===== config.mk =====
export PLATFORM = sky130hd
export DESIGN_NAME = qspi_tx_serializer
export DESIGN_NICKNAME = d
export VERILOG_FILES = /design/src/rtl/qspi_pkg.sv /design/src/rtl/qspi_sck_gen.sv /design/src/rtl/qspi_tx_serializer.sv
export SDC_FILE = /design/constraint.sdc
export NUM_CORES = 1
export LEC_CHECK = 0
export ABC_AREA = 0
export ABC_CLOCK_PERIOD_IN_PS = 6200
export BUFFER_PORTS_ARGS = -buffer_cell sky130_fd_sc_hd__buf_2
export CAP_MARGIN = 20
export CORE_MARGIN = 1
export CORE_UTILIZATION = 37
export CTS_CLUSTER_DIAMETER = 80
export CTS_CLUSTER_SIZE = 10
export DETAILED_ROUTE_END_ITERATION = 16
export PLACE_DENSITY = 0.52
export SYNTH_ARGS = -nofsm -noshare
export SYNTH_HDL_FRONTEND = slang
export SYNTH_HIERARCHICAL = 1
export SYNTH_SLANG_ARGS = --single-unit

===== constraint.sdc =====
create_clock -name clk -period 6.2 [get_ports clk]
set_input_delay 0.31 -clock clk [delete_from_list [all_inputs] [get_ports clk]]
set_output_delay 0.31 -clock clk [all_outputs]
set_load 0.1 [all_outputs]

===== src/rtl/qspi_pkg.sv =====
// qspi_pkg: shared QSPI mode/state types, word size and io_oe masks for the TX/RX datapaths
package qspi_pkg;
  typedef enum logic [1:0] {QSPI_SINGLE = 2'b00, QSPI_DUAL = 2'b01, QSPI_QUAD = 2'b10} qspi_mode_t;
  typedef enum logic [2:0] {S_IDLE, S_FETCH, S_WAIT_DATA, S_SHIFT, S_DONE} qspi_state_t;
  localparam int BYTES_PER_WORD = 4;
  localparam logic [3:0] OE_SINGLE = 4'b0001;
  localparam logic [3:0] OE_DUAL = 4'b0011;
  localparam logic [3:0] OE_QUAD = 4'b1111;
  function automatic qspi_mode_t to_mode(input logic [1:0] m);
    return m == 2'b10 ? QSPI_QUAD : m == 2'b01 ? QSPI_DUAL : QSPI_SINGLE;
  endfunction
  function automatic logic [3:0] oe_mask(input qspi_mode_t m);
    return m == QSPI_QUAD ? OE_QUAD : m == QSPI_DUAL ? OE_DUAL : OE_SINGLE;
  endfunction
  function automatic logic [3:0] lead_bits(input qspi_mode_t m, input logic [31:0] s);
    return m == QSPI_QUAD ? s[31:28] : m == QSPI_DUAL ? {2'b00, s[31:30]} : {3'b000, s[31]};
  endfunction
endpackage


===== src/rtl/qspi_sck_gen.sv =====
// qspi_sck_gen: mode-0 SCK divider (half-period clk_div+1); in clk,rst,enable,clk_div / out sck,rise_pulse,fall_pulse
module qspi_sck_gen #(
  parameter int DIV_W = 8
) (
  input  logic             clk,
  input  logic             rst,
  input  logic             enable,
  input  logic [DIV_W-1:0] clk_div,
  output logic             sck,
  output logic             rise_pulse,
  output logic             fall_pulse
);
  logic [DIV_W-1:0] cnt;
  logic tc;
  assign tc = enable && cnt == clk_div;
  assign rise_pulse = tc && !sck;
  assign fall_pulse = tc && sck;
  always_ff @(posedge clk or posedge rst) begin
    if (rst) begin
      cnt <= '0;
      sck <= 1'b0;
    end else if (!enable) begin
      cnt <= '0;
      sck <= 1'b0;
    end else if (tc) begin
      cnt <= '0;
      sck <= ~sck;
    end else begin
      cnt <= cnt + 1'b1;
    end
  end
endmodule


===== src/rtl/qspi_tx_serializer.sv =====
// qspi_tx_serializer: pops FIFO words and shifts them out single/dual/quad with mode-0 SCK; ctrl start/abort/byte_count/mode/clk_div, fifo rd_en/rd_data/empty, out sck/io_out/io_oe/busy/done/stall
module qspi_tx_serializer
  import qspi_pkg::*;
#(
  parameter int DATA_WIDTH = 32,
  parameter int LEN_W = 16,
  parameter int DIV_W = 8
) (
  input  logic                  clk,
  input  logic                  rst,
  input  logic                  start,
  input  logic                  abort,
  input  logic [LEN_W-1:0]      byte_count,
  input  logic [1:0]            mode,
  input  logic [DIV_W-1:0]      clk_div,
  output logic                  fifo_rd_en,
  input  logic [DATA_WIDTH-1:0] fifo_rd_data,
  input  logic                  fifo_empty,
  output logic                  sck,
  output logic [3:0]            io_out,
  output logic [3:0]            io_oe,
  output logic                  busy,
  output logic                  done,
  output logic                  stall
);
  qspi_state_t state;
  qspi_mode_t mode_q;
  logic [DIV_W-1:0] div_q;
  logic [LEN_W-1:0] rem;
  logic [DATA_WIDTH-1:0] sreg, sreg_next, word_swap;
  logic [5:0] beats, word_beats;
  logic [2:0] word_bytes;
  logic rise, fall;
  // lane 0 goes out first, so byte-swap on load and always shift out of the MSB end
  assign word_swap = {fifo_rd_data[7:0], fifo_rd_data[15:8], fifo_rd_data[23:16], fifo_rd_data[31:24]};
  assign word_bytes = rem >= LEN_W'(BYTES_PER_WORD) ? 3'd4 : rem[2:0];
  assign word_beats = mode_q == QSPI_QUAD ? {2'b00, word_bytes, 1'b0} :
                      mode_q == QSPI_DUAL ? {1'b0, word_bytes, 2'b00} : {word_bytes, 3'b000};
  assign sreg_next = mode_q == QSPI_QUAD ? sreg << 4 : mode_q == QSPI_DUAL ? sreg << 2 : sreg << 1;
  assign fifo_rd_en = state == S_FETCH && !fifo_empty && !abort;
  assign stall = state == S_FETCH && fifo_empty;
  qspi_sck_gen #(.DIV_W(DIV_W)) u_sck (
    .clk       (clk),
    .rst       (rst),
    .enable    (state == S_SHIFT && !abort),
    .clk_div   (div_q),
    .sck       (sck),
    .rise_pulse(rise),
    .fall_pulse(fall)
  );
  always_ff @(posedge clk or posedge rst) begin
    if (rst) begin
      state <= S_IDLE;
      mode_q <= QSPI_SINGLE;
      div_q <= '0;
      rem <= '0;
      sreg <= '0;
      beats <= '0;
      busy <= 1'b0;
      done <= 1'b0;
      io_oe <= '0;
      io_out <= '0;
    end else if (abort && state != S_IDLE) begin
      state <= S_IDLE;
      busy <= 1'b0;
      done <= 1'b0;
      io_oe <= '0;
      io_out <= '0;
    end else begin
      done <= 1'b0;
      case (state)
        S_IDLE: if (start) begin
          mode_q <= to_mode(mode);
          div_q <= clk_div;
          rem <= byte_count;
          busy <= 1'b1;
          io_oe <= oe_mask(to_mode(mode));
          state <= byte_count == '0 ? S_DONE : S_FETCH;
          done <= byte_count == '0;
        end
        S_FETCH: if (!fifo_empty) state <= S_WAIT_DATA;
        S_WAIT_DATA: begin
          sreg <= word_swap;
          io_out <= lead_bits(mode_q, word_swap);
          rem <= rem - LEN_W'(word_bytes);
          beats <= word_beats;
          state <= S_SHIFT;
        end
        S_SHIFT: begin
          if (rise) beats <= beats - 6'd1;
          // beats reaches zero after the word's last rise; the following fall ends the word
          if (fall) begin
            sreg <= sreg_next;
            io_out <= beats == '0 ? 4'b0000 : lead_bits(mode_q, sreg_next);
            if (beats == '0) begin
              state <= rem != '0 ? S_FETCH : S_DONE;
              done <= rem == '0;
            end
          end
        end
        S_DONE: begin
          state <= S_IDLE;
          busy <= 1'b0;
          io_oe <= '0;
        end
        default: state <= S_IDLE;
      endcase
    end
  end
endmodule


==> results of run 1 <==
## critical path, stage by stage (launching register included)
cell and delay (ns):
dfrtp_1 0.61, nand2b_1 0.17, nor2_1 0.37, nor4b_1 0.38, o21ai_1 0.33, or3_1 0.44, a21oi_1 0.16, a221o_1 0.14
## registers in the layout, summed over array words and instances (netlist names)
signal	count
u_sck/cnt	8
io_out	4
u_sck/sck	1
state	3
done	1
mode_q	2
rem	16
beats	6
sreg	31
div_q	8
io_oe	3
## final timing paths
path	end
setup / recovery	beats[3]
hold / removal	div_q[4]
setup reg to reg	beats[3]
hold reg to reg	io_oe[1]
max in group asynchronous	mode_q[1]
min in group asynchronous	u_sck/cnt[6]
## cells in the final DEF (no fill, tap or decap), types with 6 or more instances in the layout
cell	n
a21oi_1	16
a22oi_1	7
buf_2	75
clkbuf_16	9
dfrtp_1	81
ha_1	6
inv_1	10
nand2_1	102
nand2b_1	35
nand3_1	11
nor2_1	32
nor3_1	9
nor4_1	8
o211ai_1	58
o21ai_0	67
o21ai_1	47
xnor2_1	11
## logic make-up after synthesis
logic type | count (synthesis)
other cells | 1
simple gates | 241
compound gates | 232
buf+inv | 60
flops | 83
fa+ha+maj | 6
mux | 8
xor+xnor | 15
## cells in the mapped netlist, types with 11 or more instances
| cell type | n | area share, % |
|---|---|---|
| o21ai_1 | 47 | 4.4 |
| nand2b_1 | 35 | 4.1 |
| a21oi_1 | 16 | 1.5 |
| o211ai_1 | 58 | 8.2 |
| xnor2_1 | 11 | 1.8 |
| dfrtp_1 | 83 | 39 |
| nor2_1 | 32 | 2.3 |
| nand3_1 | 11 | 1.0 |
| o21ai_0 | 67 | 6.3 |
| nand2_1 | 103 | 7.3 |
| clkbuf_1 | 35 | 2.5 |
| inv_1 | 11 | 0.78 |
## per-layer routing
layer  vias to the layer above  global-route usage, %  wire [um]
li1                       2422                      -          -
met1                      2317                   27.6       6820
met2                       100                   32.2       6410
met3                        17                   4.73        552
met4                         0                   6.25        213
met5                         -                      0          0
## area by class of cell
type                            count  area, um^2  area share (%)
Clock buffer                       13         270            4.46
Clock inverter                      2        10.0           0.165
Inverter                           11        41.3           0.681
Multi-Input combinational cell    503        2970            49.0
Sequential cell                    83        2080            34.3
Tap cell                          180         225            3.71
Timing Repair Buffer               83         468            7.72
## where the power goes
| part | total (mW) | leakage, nW | internal [mW] | switching, mW |
|---|---|---|---|---|
| combinational | 1.18 | 1.32 | 0.418 | 0.761 |
| sequential | 1.01 | 1.05 | 0.755 | 0.256 |
| clock | 0.517 | 0.141 | 0.301 | 0.216 |
| total | 2.71 | 2.51 | 1.47 | 1.23 |
==> impl_metrics.yaml, run 1 <==
hold_path:
  hold_path.class: "input port to flip-flop"
  hp-start: "clk_div[4]"
  timing.hold.worst_path_depth: 3
finish:
  final_layout_size_suffix_gt1_share_pct: 17.0
  instances_no_fill: 875
  fin_util_pct: 43.5
  fillers: 1415
  final_cell_area_um2: 6060
  num-nets-final: 760
  n_antenna_cell: 0
  syn2layout_area_growth_pct: 14.7
logic_synthesis:
  synth_xor_area_share_pct: 2.49
  syn_area_per_cell_um2: 8.18
  synth_nets: 715
  synthArstFlopShare_pct: 100
  syn_area_um2: 5290
  synth_compound_area_share_pct: 27.4
  synth_top_family_by_area: "compound AO/OA/AOI/OAI gates"
  yosys_warnings: 6
  ys.flop_type: "dfrtp_1"
  post_synth_and_or_nand_nor_area_fraction_pct: 23.2
  netlist_instances: 646
  synth_cell_types: 64
  synth_edf_count: 0
  synthMuxAreaShare_pct: 1.59
  synth_fa_ha_area_share_pct: 1.42
  synth_seq_area_share_pct: 39.3
  synth_seq_cells: 83
floorplanning:
  die_area_um2: 14800
  io_pins: 76
  dieWidth_um: 122
  initial_core_util_pct: 37.9
  num_rows: 43
  coreArea_um2: 13900
  die_h_um: 122
timing:
  worst_slack_ns: 3.53
  finalCritPeriodShare_pct: 43.1
  maxSlewViolCount: 0
  tightest_slew_ns: 1.03
  rsz0062_at_grt: "no"
  fin_crit_ns: 2.67
  timing.setup.tns_ns: 0
  finalClockSkew_ns: 0.00819
  maxSlewHeadroom_pct: 31.1
  hold_viol_final: 0
  setup_viol: 0
  timing.hold.ws_ns: 0.156
  fmax_mhz: 375
clocking:
  cts_root_buf: "clkbuf_16"
  cts_max_path_buffers: 2
  cts_setup_buffers: 0
  cts_tree: "done"
  clock-sinks: 83
  cts_resized: 0
  hold_buffers: 1
  clkTransAtPathRegs_ns: 0.06
  cts_inserted_buffers: 9
  htree_levels: 3
  clk_latency_ns: 0.35
power_and_ir_drop:
  power.total_mw: 2.71
  ir_worst_vdd_uv: 284
  power_leakage_nw: 2.51
  p_per_area_nw_per_um2: 446
global_routing:
  grt_max_degree: 96
  grtUsageTotal_pct: 20.4
  grt_pass1_wl_um: 23700
  antenna_found_initial: 0
  gr-total-overflow: 0
  grt_pass1_vias: 4635
worst_setup_path:
  cp_max_fo: 17
  startpoint: "state[1]"
  startpoint_type: "flip-flop"
  cp-end-kind: "flip-flop"
  r2r_setup_slack_ns: 3.53
  critPathRequiredTime_ns: 6.48
  crit_type: "flip-flop to flip-flop"
  critPathArrivalTime_ns: 2.95
  reg2reg_from: "state[1]"
  r2r_cells: 7
detailed_routing:
  vias: 4856
  drc_errors: 0
  wl_per_cell_um: 16.0
  drt-pass1-iter-count: 4
  avgViaCountPerCell: 5.55
  wl_um: 14000
  ant_nets: 0
  drtIter0Drc: 329
placed_design:
  dp_hpwl_um: 9440
  numPortBuffers: 75
  pre_cts_ws_ns: 3.41
  place_congestion: 0.861
  dp_cells: 856
  placed_cell_area_um2: 5720
status:
  status: "completed"
flow_run:
  cap_violations: 0
Power figures use the tool's default switching activity.
==> inputs of run 2 (changes only) <==
ABC_CLOCK_PERIOD_IN_PS = 2700   (was 6200)
clock period = 2.7 ns   (was 6.2 ns; I/O delays follow)
==> impl_metrics.yaml, run 2 (synthesis gave the netlist of run 1 again) <==
detailed_routing:
  ant_nets: 0
  vias: 4828
  wl_um: 13600
  drtIter0Drc: 336
  drc_errors: 0
  wl_per_cell_um: 15.3
  drt-pass1-iter-count: 5
  avgViaCountPerCell: 5.40
clocking:
  cts_max_path_buffers: 2
  cts_resized: 0
  cts_inserted_buffers: 9
  clkTransAtPathRegs_ns: 0.06
  clk_latency_ns: 0.35
  cts_tree: "done"
  htree_levels: 3
  clock-sinks: 83
  cts_root_buf: "clkbuf_16"
finish:
  mostFrequentLayoutCell: "nand2_1"
  multiInputGateArea_um2: 2980
  n_antenna_cell: 0
  reg_top3: "sreg: 31 flops, rem: 16 flops"
  num-nets-final: 779
  syn2layout_area_growth_pct: 18.0
  fillers: 1389
  largest_reg_flops: 31
  regArea_um2: 2080
  final_layout_size_suffix_gt1_share_pct: 18.2
  final_cell_mix: "nand2_1, dfrtp_1, buf_2"
  top_register: "sreg"
timing:
  finalCritPeriodShare_pct: 86.9
  hold_viol_final: 0
  tightest_slew_ns: 0.733
  finalClockSkew_ns: 0.00767
  fin_crit_ns: 2.35
  setup_viol: 0
  fmax_mhz: 426
  timing.setup.tns_ns: 0
  rsz0062_at_grt: "no"
  maxSlewViolCount: 0
  maxSlewHeadroom_pct: 50.8
hold_path:
  hold_path_end: "rem[11]"
  timing.hold.worst_path_depth: 3
  hp-start: "byte_count[11]"
  hold_path.class: "input port to flip-flop"
worst_setup_path:
  r2r_end: "beats[3]"
  reg2reg_from: "state[0]"
  critPathRequiredTime_ns: 2.98
  cp_max_fo: 11
  cp_cell_sequence: "nand2_1, nor2_1, nor4b_1, o21ai_1, or3_1, a21oi_1, a221o_1"
  cp-end-kind: "flip-flop"
  r2r_setup_slack_ns: 0.35
  r2r_cells: 7
  critPathMaxStageDelay_ns: 0.52
  startpoint_type: "flip-flop"
  worst-path-buf-inv: 0
  cp_slowest_cell: "dfrtp_1"
  crit_type: "flip-flop to flip-flop"
  critPathArrivalTime_ns: 2.63
  critPathTopFamily: "simple AND/OR/NAND/NOR gates"
placed_design:
  numPortBuffers: 75
  dp_hpwl_um: 9690
  place_congestion: 0.815
power_and_ir_drop:
  p_per_area_nw_per_um2: 1000
  power.total_mw: 6.26
  ir_worst_vdd_uv: 743
  power_leakage_nw: 2.60
floorplanning:
  dieWidth_um: 122
  io_pins: 76
  die_h_um: 122
  die_area_um2: 14800
  initial_core_util_pct: 37.9
  coreArea_um2: 13900
  num_rows: 43
flow_run:
  cap_violations: 0
global_routing:
  grtUsageTotal_pct: 20.1
  grt_pass1_wl_um: 23300
  antenna_found_initial: 0
  gr-total-overflow: 0
  grt_max_degree: 64
  grt_pass1_vias: 4627
status:
  status: "completed"
-- run 2: cell count changes in the layout (fill, tap and decap cells not counted), sizes merged --
| cell | change |
|---|---|
| buf | +11 |
| clkbuf | -1 |
| dlygate4sd3 | +9 |
-- run 2: stage by stage --
| step | cell area, um^2 | cells | utilization [%] | setup WS, ns | hold slack, ns |
|---|---|---|---|---|---|
| 4_1_cts | 6240 | 894 | 44.8 | 0.394 | 0.0123 |
| 6_report | 6240 | 894 | 44.8 | 0.353 | 0.0256 |
| 2_1_floorplan | 5300 | 646 | - | 0.120 | -0.0371 |
| 3_5_place_dp | 5860 | 869 | 42.0 | 0.402 | 0.141 |
| 3_3_place_gp | 5860 | 869 | 42.0 | 0.437 | 0.138 |
| 5_1_grt | 6240 | 894 | 44.8 | 0.197 | 0.0367 |
-- run 2: layout make-up --
class                      count  share of cell area, %
timing repair buffer         102                   10.1
sequential                    83                   33.3
clock buffer                  13                   4.33
multi-input combinational    503                   47.8
tap                          180                   3.61
clock inverter                 2                  0.161
inverter                      11                  0.662
-- run 2: worst reg2reg max path: cells and delay by family, from the launching register on --
family          cells  cell delay (ns)
simple gates        4             1.15
compound gates      3             0.61
flops               1             0.52
-- run 2: worst max path at each step --
| stage | end | from | depth (start not counted) | slack, ns |
|---|---|---|---|---|
| after floorplan | fifo_rd_en | state[1] | 3 | 0.12 |
| final | beats[3] | state[0] | 7 | 0.35 |
| after detailed placement | beats[3] | state[0] | 7 | 0.40 |
| after global routing | beats[3] | state[0] | 7 | 0.20 |
| after global placement | beats[3] | state[0] | 7 | 0.44 |
| after CTS | beats[3] | state[0] | 7 | 0.39 |
-- run 2: timing repair --
action	CTS	global route
buffers inserted	0	0
hold endpoints to repair	38	0
hold buffers	10	0
-- run 2: per-layer routing --
metal	GRT usage [%]	up-vias	part of all wire, %
li1	-	2463	-
met1	27.7	2246	49
met2	31.4	100	45
met3	2.95	19	3.8
met4	9.10	0	2.2
met5	0	-	0
-- run 2: report_power, final --
part	leakage [nW]	switching [mW]	internal, mW	total, mW
logic	1.40	1.73	1.02	2.74
clock network	0.141	0.492	0.691	1.18
registers	1.05	0.603	1.73	2.34
total	2.60	2.82	3.44	6.26
